==> src/rtl/rob_commit_ctrl.sv <==
// In-order reorder buffer commit controller: allocates tags 1..2**Q_WIDTH-1 on issue,
// collects writebacks by tag, and retires the head entry once its result has arrived.
module rob_commit_ctrl #(
    parameter int REG_ADDR_WIDTH = 5,
    parameter int Q_WIDTH        = 4
) (
    input  logic                      clk_in,
    input  logic                      rst_in,
    input  logic                      rdy_in,
    input  logic                      control_hazard,
    input  logic                      issue_valid,
    input  logic [REG_ADDR_WIDTH-1:0] issue_rd,
    output logic                      issue_ready,
    output logic                      rd_control,
    output logic [REG_ADDR_WIDTH-1:0] rd,
    output logic [Q_WIDTH-1:0]        Q_value,
    input  logic                      wb_valid,
    input  logic [Q_WIDTH-1:0]        wb_tag,
    input  logic [31:0]               wb_value,
    output logic                      has_commit,
    output logic [REG_ADDR_WIDTH-1:0] commit_target,
    output logic [Q_WIDTH-1:0]        Commit_Q,
    output logic [31:0]               Commit_V,
    output logic [Q_WIDTH-1:0]        rob_count
);

    localparam int                 DEPTH   = 2 ** Q_WIDTH;
    localparam logic [Q_WIDTH-1:0] TAG_ONE = {{(Q_WIDTH-1){1'b0}}, 1'b1};
    localparam logic [Q_WIDTH-1:0] TAG_MAX = '1;

    logic                      entry_valid [DEPTH];
    logic                      entry_ready [DEPTH];
    logic [REG_ADDR_WIDTH-1:0] entry_rd    [DEPTH];
    logic [31:0]               entry_value [DEPTH];

    logic [Q_WIDTH-1:0] head;
    logic [Q_WIDTH-1:0] tail;
    logic [Q_WIDTH-1:0] count;
    logic               active;
    logic               wb_hit;

    // Tag 0 is reserved for "no producer", so the pointers skip it on wrap.
    function automatic logic [Q_WIDTH-1:0] tag_inc(input logic [Q_WIDTH-1:0] t);
        return (t == TAG_MAX) ? TAG_ONE : t + TAG_ONE;
    endfunction

    // Outputs are forced to their reset values while rst_in is high so the
    // pre-reset unknown state never leaks out.
    always_comb begin
        active        = rdy_in && !control_hazard && !rst_in;
        issue_ready   = rst_in || (count != TAG_MAX);
        rd_control    = issue_valid && issue_ready && active;
        rd            = issue_rd;
        Q_value       = rst_in ? TAG_ONE : tail;
        has_commit    = active && (count != '0) && entry_ready[head];
        commit_target = entry_rd[head];
        Commit_Q      = rst_in ? TAG_ONE : head;
        Commit_V      = entry_value[head];
        rob_count     = rst_in ? '0 : count;
        wb_hit        = active && wb_valid && (wb_tag != '0) && entry_valid[wb_tag];
    end

    always_ff @(posedge clk_in) begin
        if (rst_in) begin
            head  <= TAG_ONE;
            tail  <= TAG_ONE;
            count <= '0;
            for (int i = 0; i < DEPTH; i++) begin
                entry_valid[i] <= 1'b0;
                entry_ready[i] <= 1'b0;
                entry_rd[i]    <= '0;
                entry_value[i] <= '0;
            end
        end else if (rdy_in) begin
            if (control_hazard) begin
                head  <= TAG_ONE;
                tail  <= TAG_ONE;
                count <= '0;
                for (int i = 0; i < DEPTH; i++) begin
                    entry_valid[i] <= 1'b0;
                    entry_ready[i] <= 1'b0;
                end
            end else begin
                if (rd_control) begin
                    entry_valid[tail] <= 1'b1;
                    entry_ready[tail] <= 1'b0;
                    entry_rd[tail]    <= issue_rd;
                    tail              <= tag_inc(tail);
                end
                if (wb_hit) begin
                    entry_ready[wb_tag] <= 1'b1;
                    entry_value[wb_tag] <= wb_value;
                end
                // Placed after the writeback so a late result to the retiring head cannot revive it.
                if (has_commit) begin
                    entry_valid[head] <= 1'b0;
                    entry_ready[head] <= 1'b0;
                    head              <= tag_inc(head);
                end
                case ({rd_control, has_commit})
                    2'b10:   count <= count + TAG_ONE;
                    2'b01:   count <= count - TAG_ONE;
                    default: count <= count;
                endcase
            end
        end
    end

endmodule

==> config.mk <==
export PLATFORM = sky130hd
export DESIGN_NAME = rob_commit_ctrl
export DESIGN_NICKNAME = d
export VERILOG_FILES = /design/src/rtl/rob_commit_ctrl.sv
export SDC_FILE = /design/constraint.sdc
export NUM_CORES = 1
export LEC_CHECK = 0
export CORE_MARGIN = 2
export CORE_UTILIZATION = 44
export CTS_CLUSTER_DIAMETER = 150
export DETAILED_ROUTE_END_ITERATION = 16
export PLACE_DENSITY = 0.74
export SLEW_MARGIN = 20
export SYNTH_ARGS = -nofsm -noshare
export SYNTH_HDL_FRONTEND = slang
export SYNTH_SLANG_ARGS = --single-unit
==> constraint.sdc <==
create_clock -name clk_in -period 2.52 [get_ports clk_in]
set_input_delay 0.252 -clock clk_in [delete_from_list [all_inputs] [get_ports clk_in]]
set_output_delay 0.252 -clock clk_in [all_outputs]
set_load 0.02 [all_outputs]
==> results of run 1 <==
worst max-delay path by stage:
stage / from / end
5_1_grt: register / Commit_V[10]
2_1_floorplan: register / count[3]$_SDFFE_PP0P_
4_1_cts: register / Commit_V[10]
3_5_place_dp: rdy_in / count[3]$_SDFFE_PP0P_
3_3_place_gp: rdy_in / count[3]$_SDFFE_PP0P_
6_report: register / Commit_V[10]
registers in the layout, summed over array words and instances, names as in the netlist, named ones only:
register	cells
entry_value	512
entry_valid	15
head	4
tail	4
entry_rd	80
entry_ready	16
count	4
worst max-delay path, stage by stage (launching register included):
cell and delay (ns):
dfxtp_4 0.38, buf_12 0.17, buf_16 0.15, buf_12 0.13
buf_6 0.10, mux4_2 0.49, mux4_2 0.50, buf_6 0.15
layout by cell type, fill, tap and decap left out, drive strengths merged, types with 18 or more instances in the layout:
master	Yosys	final
nand2	19	19
nor2	23	23
conb	1	32
or2	30	30
a31oi	18	18
clkdlybuf4s50	0	63
a21oi	40	40
buf	33	229
mux4	189	189
and3	34	34
clkinv	0	25
edfxtp	592	592
and2	542	542
dfxtp	47	47
clkbuf	131	92
inv	22	23
cell families after synthesis:
kind of cell    share of synthesized area
mux                                 0.151
xor+xnor                          0.00183
compound gates                     0.0171
flops                               0.651
buf+inv                            0.0264
fa+ha+maj                         0.00505
other cells                      0.000130
simple gates                        0.148
stage by stage:
stage	std cells	hold slack [ns]
after floorplan	1839	0.421
after global placement	2776	0.432
after detailed placement	2776	0.447
after CTS	2922	0.212
after global routing	2944	0.275
final	2944	0.259
power groups by stage:
stage	Clock (mW)	Sequential, mW	Combinational, mW
after global routing	9.78	12.0	1.07
after detailed placement	0	12.2	1.01
after global placement	0	12.2	0.992
after CTS	9.42	12.0	1.01
after floorplan	0	12.2	0.492
final	9.32	12.0	1.02
routing by layer:
metal | vias up | part of all wire | global-route usage
li1 | 7141 | - | -
met1 | 8545 | 0.38 | 0.294
met2 | 813 | 0.50 | 0.364
met3 | 132 | 0.092 | 0.0446
met4 | 6 | 0.025 | 0.0715
met5 | - | 0.00057 | 0
layout make-up:
cell class,count,area (µm²),share of cell area
Multi-Input combinational cell,1014,9610,0.275
Inverter,22,85.1,0.00244
Clock inverter,29,178,0.00509
Sequential cell,639,18700,0.537
Tap cell,855,1070,0.0307
Clock buffer,88,1850,0.0530
Timing Repair Buffer,297,3360,0.0964
repair_timing:
action	4_1_cts	5_1_grt
gates cloned	2	4
pin swaps	5	11
gates resized for setup	212	64
setup endpoints to repair	40	49
buffers inserted	27	21
==> flow_summary.ini, run 1 <==
[run_status]
status = finished, violations left
violations = negative setup slack

[synth]
async_reset_ff_frac = 0
synth_area_leader_cell = edfxtp_1
synth_top_flop_cell = edfxtp_1
yosysWarnings = 0
avgSynthCellArea_um2 = 15.9
postSynthCellCount = 1808
netlist_area_mm2 = 0.0288
synth_edf_count = 592
yosysUniqueCellTypes = 56
ys_ff_latch = 639
netlist.area_leader.share = 0.618
ys_seq_area_frac = 0.651
synth.most_common_cell = edfxtp_1
ys_top_cells_by_count = edfxtp_1 (592), and2_1 (542), mux4_2 (189)
netlist_top_cells_area = edfxtp_1 (62%), mux4_2 (15%), and2_1 (12%), dfxtp_1 (3.3%), clkbuf_1 (1.7%)

[power]
p_clk_frac = 0.417
power_report.internal_total_mw = 17.7
power_frac_seq = 0.537
swShare = 0.209
p_per_area_mw_per_mm2 = 640
p_sw_mw = 4.67
leakagePower_nw = 13.1
p_total_mw = 22.3
max-vdd-ir-drop_mv = 0.418
pwr-share-comb = 0.045

[drt]
vias = 16600
dr.first_iter.drc_count = 1810
drt_pre_antenna_iters = 5
drt_wl_total_um = 73700
detail_route.wl_per_cell_um = 25.0
via_per_inst = 5.65
drc = 0
drtAntennaViolNets = 0

[hold_path]
hold_path_end = entry_rd[2][3]$_SDFFCE_PN0P_
holdCritPathClass = in -> reg
min_from = rst_in
hold_path_depth = 3

[die]
fp.dieH_um = 260
rows = 93
dieArea_mm2 = 0.0674
start_util = 0.445
fp.dieW_um = 260
core_area_mm2 = 0.0646
io_pins = 104

[placed_design]
placed_area_mm2 = 0.0321
place.gp.congestion = 0.848
dp_hpwl_um = 43000
port_buffers = 103
preCtsSetupSlack_ns = -0.503

[clock_network]
cts_sinks = 639
cts_made_buffers = 67
clock_latency_ns = 0.60
root_buffer = clkbuf_16
cts_hold_buf = 0
cts.clk_slew.worst_paths_ns = 0.06
htreeDepth = 3
max-clock-path-buffers = 3
cts_tree = yes

[sta]
finClkSkew_ns = 0.0151
grt_setup_unrepaired = true
fmax_ghz = 0.340
post-route-period-util = 1.17
maxSlewHeadroom = 0.314
layout_min_cycle_time_ns = 2.94
setup_ws_ns = -0.418
slew_violations = 0
hold_violations = 0
finalSetupViolCount = 41
finalSetupTns_ns = -12.79
worstMarginPinSlew_ns = 1.03

[grt]
grt-ovfl-total = 0
grt_pass1_vias = 17400
grt_pass1_wl_um = 109000
grt_max_degree = 69
antenna_found_initial = 4
grt.total_usage = 0.220

[cells_and_area]
fin_area_mm2 = 0.0349
areaGrowthSynthToFinish_pct = 21.3
post-route-util = 0.540
fin_nets = 2099
fill_cells = 4948
drive_gt1_frac = 0.277
antenna_cells = 0

[flow_run]
cap_violations = 0

[critical_path]
path_max_fanout = 7
worstPathRequired_ns = 2.27
crit_type = reg -> out
rr_worst_depth = 15
rr_endpoint = count[3]$_SDFFE_PP0P_
endpoint_kind = output port
r2r_slack_ns = -0.28
cp.arrival_ns = 2.69
worst_setup_path_start_kind = register
(Power assumes the default switching activity.)
==> inputs of run 2 (changes only) <==
- HOLD_SLACK_MARGIN: default -> 0.02
==> results of run 2 <==
Same layout as run 1: the final DEF is identical, and so are final timing and power.
